--- config.mk ---
export PLATFORM = sky130hd
export DESIGN_NAME = sat_counter
export DESIGN_NICKNAME = d
export VERILOG_FILES = /design/src/rtl/sat_counter.sv
export SDC_FILE = /design/constraint.sdc
export NUM_CORES = 1
export LEC_CHECK = 0
export CAP_MARGIN = 5
export CORE_MARGIN = 2
export CORE_UTILIZATION = 40
export CTS_CLUSTER_SIZE = 30
export DETAILED_ROUTE_END_ITERATION = 10
export GPL_ROUTABILITY_DRIVEN = 0
export PLACE_DENSITY = 0.68
export SLEW_MARGIN = 20
export SYNTH_ARGS = -nofsm -noshare
export SYNTH_HDL_FRONTEND = slang
export SYNTH_SLANG_ARGS = --single-unit
--- constraint.sdc ---
create_clock -name clk -period 1.5 [get_ports clk]
set_input_delay 0.15 -clock clk [delete_from_list [all_inputs] [get_ports clk]]
set_output_delay 0.15 -clock clk [all_outputs]
set_load 0.02 [all_outputs]
--- src/rtl/sat_counter.sv ---
// sat_counter: synchronous-clear up counter that holds at all-ones
module sat_counter #(
  parameter int W = 16
) (
  input  logic         clk,
  input  logic         clr,
  input  logic         inc,
  output logic [W-1:0] cnt
);
  always_ff @(posedge clk)
    if (clr) cnt <= '0;
    else if (inc && cnt != '1) cnt <= cnt + 1'b1;
endmodule

==> qor.yml, run 1 <==
synth_top_area_frac: 0.378
hold_viol_final: 0
cts.sinks: 16
synth-edff-count: 0
setup.worst_path.start_class: "register"
wl_per_cell_um: 14.1
clk_pin_slew_ps: 100
layout-area-overhead-vs-synth_pct: 74.0
skew_ps: 4.62
p_leak_nw: 0.605
grt_pass1_vias: 939
p_per_area_nw_per_um2: 485
maxCapViolCount: 0
post-route-util: 0.745
holdWs_ps: 517
relSlewSlack: 0.773
vias: 962
clkPwrFrac: 0.342
r2r_cells: 4
syn_area_um2: 848
die_y_um: 50.1
end_kind: "register"
synth_ff_type: "dfxtp_1"
synth_most_common_cell: "dfxtp_1"
switching_share: 0.258
hpwlAfterDp_um: 1820
wl_met2_um: 1250
synth-seq-area-share: 0.378
crit_fanout: 5
fin_ws_ps: -81.2
violations: "setup timing"
place_ws_ps: -199
ios: 19
grt_pass1_wl_um: 4080
syn-instance-count: 99
async_flop_share: 0
gr-total-overflow: 0
cts_buffer_depth: 2
reg_top3: "cnt (16)"
antenna_found_initial: 0
post-route-drc-count: 0
status: "finished, violations left"
hold_start: "cnt[3]$_SDFFE_PP0P_"
cts_post_setup_buffers_inserted: 0
setup_viol: 6
drtIter0Drc: 27
antenna_cells: 0
comb_power_share: 0.086
hold_class: "reg -> reg"
finalWirelength_um: 2480
tightest_slew_ps: 337
cts-root-buf: "clkbuf_4"
slew_viol_final: 0
fin_crit_sh: 1.05
synth_area_leader_cell: "dfxtp_1"
start_util: 0.428
holdPathStages: 2
min_period_ps: 1580
synth.avg_cell_area_um2: 8.57
power_switching_mw: 0.185
grt_max_degree: 11
vias_per_cell: 5.47
synthTopCellsByArea: "dfxtp_1 38%, or4_1 6.2%, a21oi_1 5.9%"
intPower_mw: 0.531
hold_buffers: 0
wl_met1_um: 1090
top_register: "cnt"
critPathKind: "reg -> reg"
fill_cells: 159
cts_buffers: 3
hold-path-endpoint: "cnt[3]$_SDFFE_PP0P_"
htree_levels: 1
ant_nets: 0
drive_gt1_frac: 0.483
peakVddDrop_mv: 0.619
num_rows: 16
timing.fmax_mhz: 632
seq_power_share: 0.571
clock_latency_ps: 300
io_buffer_count: 18
largest_reg_flops: 16
power_mw: 0.717
syn-num-nets: 103
yosysUniqueCellTypes: 31
worst_r2r_endpoint: "cnt[15]$_SDFFE_PP0P_"
die_area_um2: 2510
ys_seq_elements: 16
critPathRequiredTime_ps: 1730
nets: 154
tns_ps: -225
cts_tree: "done"
synth_warnings: 0
die_w_um: 50.1
r2r_slack_ps: -80
dr.pass1.iters: 4
top_layer: "met4"
grtUsageTotal: 0.219
rr_startpoint: "cnt[5]$_SDFFE_PP0P_"
cp.arrival_ps: 1810
core_area_um2: 1980
route.met3.wl_um: 76
synthTopCellsByCount: "16 x dfxtp_1, 10 x a21oi_1, 7 x or4_1"
rsz0062_at_grt: "true"
[power groups by stage]
| stage | combinational [mW] | sequential, mW | clock (mW) |
|---|---|---|---|
| floorplan | 0.0168 | 0.427 | 0 |
| global route | 0.0674 | 0.410 | 0.277 |
| detailed placement | 0.0573 | 0.421 | 0 |
| CTS | 0.0552 | 0.411 | 0.260 |
| finish | 0.0619 | 0.409 | 0.245 |
| global placement | 0.0555 | 0.421 | 0 |
[layout make-up]
class	count	area, um2	area share
multi-input cells	76	617	0.418
repair buffers	50	410	0.278
flip-flops and latches	16	378	0.256
well taps	27	33.8	0.0229
clock buffers	3	22.5	0.0153
inverters	3	11.3	0.00763
clock inverters	1	3.75	0.00254
[cells in the final DEF, fill, tap and decap left out, types with 2 or more instances in the layout]
cell / instances
nor4_2: 2
nand2_1: 5
nand2_4: 2
xnor2_1: 2
nor2_1: 6
and4_1: 2
nor2b_1: 2
o31ai_1: 5
nand3_1: 4
dlygate4sd2_1: 14
clkbuf_4: 3
a21oi_1: 8
nand4_1: 3
or4_4: 2
a21oi_2: 2
nor3_1: 3
clkdlybuf4s50_1: 4
inv_1: 3
buf_6: 2
o21ai_2: 2
dfxtp_4: 15
buf_4: 30
or3_1: 3
or4_1: 5
[per-stage QoR]
step                instance area (um2)  std cells
floorplan                           932         99
global placement                   1370        172
detailed placement                 1370        172
CTS                                1410        176
global route                       1480        176
finish                             1480        176
[kinds of logic after synthesis]
group                    share of synthesized area
flip-flops                                   0.378
multiplexers                                0.0251
buffers and inverters                       0.0324
AO/OA/AOI/OAI                                0.165
AND/OR/NAND/NOR                              0.364
adder cells (fa/ha/maj)                     0.0147
XOR/XNOR                                    0.0207
[timing repair]
action                                  in CTS  in global routing
resized for setup                           20                 21
gates cloned                                 0                  0
pin swaps                                    6                 10
endpoints found under the setup margin      23                 15
[routing by layer]
layer | track usage | vias to the layer above
met5 | 0 | -
met4 | 0.125 | 0
met3 | 0.0455 | 5
met2 | 0.373 | 25
met1 | 0.249 | 450
li1 | - | 482
[worst max-delay path: stages, from the launching register on]
cell and delay, ps:
dfxtp_4 370, nand4_4 150, or4_4 450, or4_1 400, a21oi_1 130
[how the worst max path moves through the flow]
stage / startpoint / endpoint
CTS: cnt[6]$_SDFFE_PP0P_ / cnt[15]$_SDFFE_PP0P_
global route: cnt[13]$_SDFFE_PP0P_ / cnt[11]$_SDFFE_PP0P_
floorplan: cnt[8]$_SDFFE_PP0P_ / cnt[15]$_SDFFE_PP0P_
detailed placement: inc / cnt[11]$_SDFFE_PP0P_
finish: cnt[5]$_SDFFE_PP0P_ / cnt[15]$_SDFFE_PP0P_
global placement: inc / cnt[11]$_SDFFE_PP0P_
Power figures use the tool's default switching activity.
==> run 2, diff against run 1 <==
REMOVE_ABC_BUFFERS = 1   (was unset)
==> run 2 against run 1 <==
The run still ends with setup timing left. Fmax down 0.37%. Clock power shrank 6%. Routed wire length up 2.5%. Setup slack worse by 5.9 ps. Design area rose by 3.3%. First-iteration DRC count is 52% lower. Largest cell class unchanged.
==> qor.yml, run 2 (synthesized netlist as in run 1, its figures left out) <==
status: "finished, violations left"
violations: "setup timing"
post-route-drc-count: 0  # unchanged
cts-root-buf: "clkbuf_4"
most-common-layout-cells: "35 x buf_4, 11 x dfxtp_2, 11 x dlygate4sd2_1, 6 x or4_4"
grt_pass1_wl_um: 4060  # -0.66%
hold_viol_final: 0  # unchanged
fin_area_um2: 1530  # +3.3%
r2r_slack_ps: -90  # about the same
gr-total-overflow: 0  # unchanged
top_register: "cnt"
core_area_um2: 1980  # unchanged
drive_gt1_frac: 0.555  # +0.0716
end_kind: "register"
hold_buffers: 0  # unchanged
rr_startpoint: "cnt[14]$_SDFFE_PP0P_"
slowest_stage: "or4_4"
hold_class: "in -> reg"
min_period_ps: 1590  # +5.87 ps
ant_nets: 0  # unchanged
antenna_found_initial: 0  # unchanged
holdPathStages: 2  # unchanged
fin_ws_ps: -87.0  # -5.87 ps
tightest_slew_ps: 402  # +65.7 ps
cp.arrival_ps: 1810  # about the same
multi_input_comb_area_um2: 623  # +1.0%
skew_ps: 1.63  # -3.00 ps
peakVddDrop_mv: 0.412  # -33%
largest_reg_flops: 16  # unchanged
finalWirelength_um: 2540  # +2.5%
reg_top3: "cnt (16)"
slew_viol_final: 0  # unchanged
max_stage_delay_ps: 540  # +90 ps
io_buffer_count: 18  # unchanged
tns_ps: -526  # -301 ps
timing.fmax_mhz: 630  # -0.37%
setup.worst_path.start: "cnt[14]$_SDFFE_PP0P_"
cts_buffer_depth: 2  # unchanged
fin_crit_sh: 1.06  # +0.00391
power_mw: 0.716  # about the same
num_rows: 16  # unchanged
holdWs_ps: 573  # +55.6 ps
layout-area-overhead-vs-synth_pct: 79.8
setup_viol: 9  # +3
crit_fanout: 5  # unchanged
die_area_um2: 2510  # unchanged
rsz0062_at_grt: "true"
htree_levels: 1  # unchanged
critPathKind: "reg -> reg"
dr.pass1.iters: 5  # +1
grt_pass1_vias: 955  # +1.7%
antenna_cells: 0  # unchanged
start_util: 0.428  # unchanged
hold-path-endpoint: "cnt[15]$_SDFFE_PP0P_"
cp_common_cell: "or4_4"
drtIter0Drc: 13  # -52%
vias_per_cell: 5.38  # -1.5%
ios: 19  # unchanged
wl_per_cell_um: 13.9  # -0.91%
placed_area_um2: 1280  # -6.1%
fill_cells: 131  # -18%
cts_tree: "done"
maxCapViolCount: 0  # unchanged
cts.sinks: 16  # unchanged
r2r_cells: 4  # unchanged
setup.worst_path.start_class: "register"
clk_pin_slew_ps: 90  # about the same
relSlewSlack: 0.728  # -0.0448
hpwlAfterDp_um: 1620  # -11%
seqCellArea_um2: 345  # -8.6%
path_cells: "nand2_1, or4_4, or4_4, a21oi_2"
clock_latency_ps: 280  # -20 ps
die_w_um: 50.1  # unchanged
nets: 161  # +4.5%
p_per_area_nw_per_um2: 470  # -3.2%
hold_start: "clr"
grt_max_degree: 12  # +1
grtUsageTotal: 0.205  # -0.0136
layout_commonest_cell: "buf_4"
cts_buffers: 3  # unchanged
p_leak_nw: 0.659  # +9.0%
worst_r2r_endpoint: "cnt[15]$_SDFFE_PP0P_"
vias: 980  # +1.9%
die_y_um: 50.1  # unchanged
critPathRequiredTime_ps: 1730  # about the same
==> run 2: changes by cell type in the layout (fill, tap and decap cells not counted), sizes merged <==
cell	previous run	this run
clkinv	1	0
dlymetal6s2s	0	2
buf	32	40
dlygate4sd2	14	11
==> run 2: area by class of cell <==
class	instances	area share
inverters	3	0.00738
flip-flops and latches	16	0.226
multi-input cells	76	0.409
clock buffers	3	0.0148
repair buffers	57	0.321
well taps	27	0.0221
==> run 2: repair_timing <==
action,4_1_cts,5_1_grt
resized for setup,34,32
pin swaps,10,14
setup buffers,5,6
setup endpoints to repair,25,16
==> run 2: routing by layer <==
metal  global-route usage  wire (um)
met5                    0          0
met4               0.0741         10
met3               0.0303         67
met2                0.353       1290
met1                0.256       1170
==> run 2: worst max path at each step <==
stage | slack [ps] | endpoint
2_1_floorplan | -340 | cnt[11]$_SDFFE_PP0P_
3_3_place_gp | -110 | cnt[11]$_SDFFE_PP0P_
3_5_place_dp | -170 | cnt[11]$_SDFFE_PP0P_
4_1_cts | -90 | cnt[15]$_SDFFE_PP0P_
5_1_grt | -130 | cnt[15]$_SDFFE_PP0P_
6_report | -90 | cnt[15]$_SDFFE_PP0P_
==> run 2: power breakdown <==
group / internal, mW / leakage [nW] / switching (mW)
registers: 0.424 / 0.137 / 0.00465
clock network: 0.0933 / 0.0138 / 0.137
logic: 0.0267 / 0.508 / 0.0307
==> run 2: critical path, delay by kind of cell, from the launching register on <==
| family | cells | cell delay (ps) |
|---|---|---|
| AND/OR/NAND/NOR | 3 | 1030 |
| AO/OA/AOI/OAI | 1 | 120 |
| flip-flops | 1 | 370 |
==> run 2: metrics by stage <==
| stage | setup slack [ps] | util | std cells |
|---|---|---|---|
| 3_5_place_dp | -169 | 0.648 | 170 |
| 6_report | -87.0 | 0.770 | 182 |
| 5_1_grt | -133 | 0.770 | 182 |
| 4_1_cts | -88.4 | 0.696 | 178 |
| 2_1_floorplan | -337 | - | 95 |
| 3_3_place_gp | -108 | 0.648 | 170 |
==> run 3, diff against run 2 <==
RECOVER_POWER = 25   (was unset)
SLEW_MARGIN = 40   (was 20)
==> run 3 against run 2 <==
Fmax about the same. Flip-flop and latch count unchanged. Critical path depth unchanged. Final cell count unchanged. Hold slack about the same. Register-to-register slack about the same. Die area unchanged. Sequential power about the same. Design area decreased by 1.1%. Routed wire length about the same. Critical endpoint unchanged. The flow still finishes with violations (setup timing). Via count unchanged.
==> qor.yml, run 3 (synthesized netlist as in run 1, its figures left out) <==
status: "finished, violations left"
violations: "setup timing"
grt_pass1_wl_um: 4060  # unchanged
relSlewSlack: 0.728  # unchanged
power_switching_mw: 0.173  # about the same
fin_crit_sh: 1.06  # about the same
num_rows: 16  # unchanged
clock_latency_ps: 280  # about the same
post-route-util: 0.761  # -0.00884
end_kind: "register"
finalWirelength_um: 2540  # about the same
clkPwrFrac: 0.322  # about the same
layout_commonest_cell: "buf_4"
top_register: "cnt"
drtIter0Drc: 13  # unchanged
antenna_found_initial: 0  # unchanged
cts_tree: "done"
place_ws_ps: -169  # unchanged
fin_ws_ps: -87.2  # -0.164 ps
dp_cells: 170  # unchanged
critPathKind: "reg -> reg"
ios: 19  # unchanged
io_buffer_count: 18  # unchanged
p_leak_nw: 0.617  # -6.4%
cts.sinks: 16  # unchanged
comb_power_share: 0.080  # about the same
cts-root-buf: "clkbuf_4"
slowest_stage: "or4_4"
nets: 161  # unchanged
placed_area_um2: 1280  # unchanged
switching_share: 0.241  # about the same
layout-area-overhead-vs-synth_pct: 77.7
dr.pass1.iters: 5  # unchanged
path_cells: "nand2_1, or4_4, or4_4, a21oi_2"
reg_top3: "cnt (16)"
seq_power_share: 0.598  # about the same
holdWs_ps: 573  # -0.112 ps
path_buf_inv: 0  # unchanged
post-route-drc-count: 0  # unchanged
hold_class: "in -> reg"
fin_cells: 182  # unchanged
intPower_mw: 0.544  # about the same
timing.fmax_mhz: 630  # about the same
ant_nets: 0  # unchanged
slew_viol_final: 0  # unchanged
grt_pass1_vias: 955  # unchanged
peakVddDrop_mv: 0.412  # unchanged
drive_gt1_frac: 0.555  # unchanged
p_per_area_nw_per_um2: 475  # +1.2%
cts_buffers: 3  # unchanged
vias_per_cell: 5.38  # unchanged
fin_area_um2: 1510  # -1.1%
die_w_um: 50.1  # unchanged
die_y_um: 50.1  # unchanged
setup.worst_path.start_class: "register"
power_mw: 0.716  # about the same
vias: 980  # unchanged
skew_ps: 1.63  # +0.000390 ps
core_area_um2: 1980  # unchanged
tns_ps: -526  # -0.164 ps
max_stage_delay_ps: 540  # about the same
maxCapViolCount: 0  # unchanged
start_util: 0.428  # unchanged
die_area_um2: 2510  # unchanged
min_period_ps: 1590  # +0.164 ps
most-common-layout-cells: "35 x buf_4, 11 x dfxtp_2, 11 x dlygate4sd2_1, 6 x or4_4"
rsz0062_at_grt: "true"
setup_viol: 9  # unchanged
gr-total-overflow: 0  # unchanged
crit_fanout: 5  # unchanged
grtUsageTotal: 0.205  # unchanged
wl_per_cell_um: 14.0  # about the same
largest_reg_flops: 16  # unchanged
critPathRequiredTime_ps: 1730  # about the same
tightest_slew_ps: 402  # unchanged
grt_max_degree: 12  # unchanged
cp.arrival_ps: 1810  # about the same
clk_pin_slew_ps: 90  # about the same
hold_viol_final: 0  # unchanged
cp_top_family: "simple AND/OR/NAND/NOR gates"
cts_buffer_depth: 2  # unchanged
antenna_cells: 0  # unchanged
cp_common_cell: "or4_4"
htree_levels: 1  # unchanged
hpwlAfterDp_um: 1620  # unchanged
run 3: area by class of cell:
cell class | instances | area, um2
fill | 137 | 474
clock buffer | 3 | 22.5
tap | 27 | 33.8
multi-input combinational | 76 | 623
timing repair buffer | 57 | 472
inverter | 3 | 11.3
sequential | 16 | 345
run 3: power by group through the flow:
| stage | clock network [mW] | logic [mW] | registers [mW] |
|---|---|---|---|
| 2_1_floorplan | 0 | 0.00968 | 0.448 |
| 3_3_place_gp | 0 | 0.0528 | 0.441 |
| 3_5_place_dp | 0 | 0.0531 | 0.441 |
| 4_1_cts | 0.241 | 0.0523 | 0.434 |
| 5_1_grt | 0.256 | 0.0628 | 0.429 |
| 6_report | 0.231 | 0.0574 | 0.428 |
run 3: worst paths after layout:
| check | cells past startpoint | slack, ps | start | to |
|---|---|---|---|---|
| worst max register to register | 4 | -90 | cnt[14]$_SDFFE_PP0P_ | cnt[15]$_SDFFE_PP0P_ |
| worst max-delay path | 4 | -90 | cnt[14]$_SDFFE_PP0P_ | cnt[15]$_SDFFE_PP0P_ |
| worst min register to register | 2 | 580 | cnt[12]$_SDFFE_PP0P_ | cnt[12]$_SDFFE_PP0P_ |
| worst min-delay path | 2 | 570 | clr | cnt[15]$_SDFFE_PP0P_ |
run 3: routing by layer:
layer / vias up / track usage / share of wire
li1: 492 / - / -
met1: 461 / 0.256 / 0.46
met2: 25 / 0.353 / 0.51
met3: 2 / 0.0303 / 0.026
met4: 0 / 0.0741 / 0.0039
met5: - / 0 / 0
run 3: worst register-to-register path, delay by kind of cell (launching register included):
family,cells,cell delay [ps]
compound gates,1,120
simple gates,3,1030
flops,1,370
run 3: repair_timing:
action,4_1_cts,5_1_grt
resized for setup,34,32
gates cloned,0,0
pin swaps,10,14
endpoints found under the hold margin,0,0
setup endpoints to repair,25,16
setup buffers,5,6
hold buffers,0,0
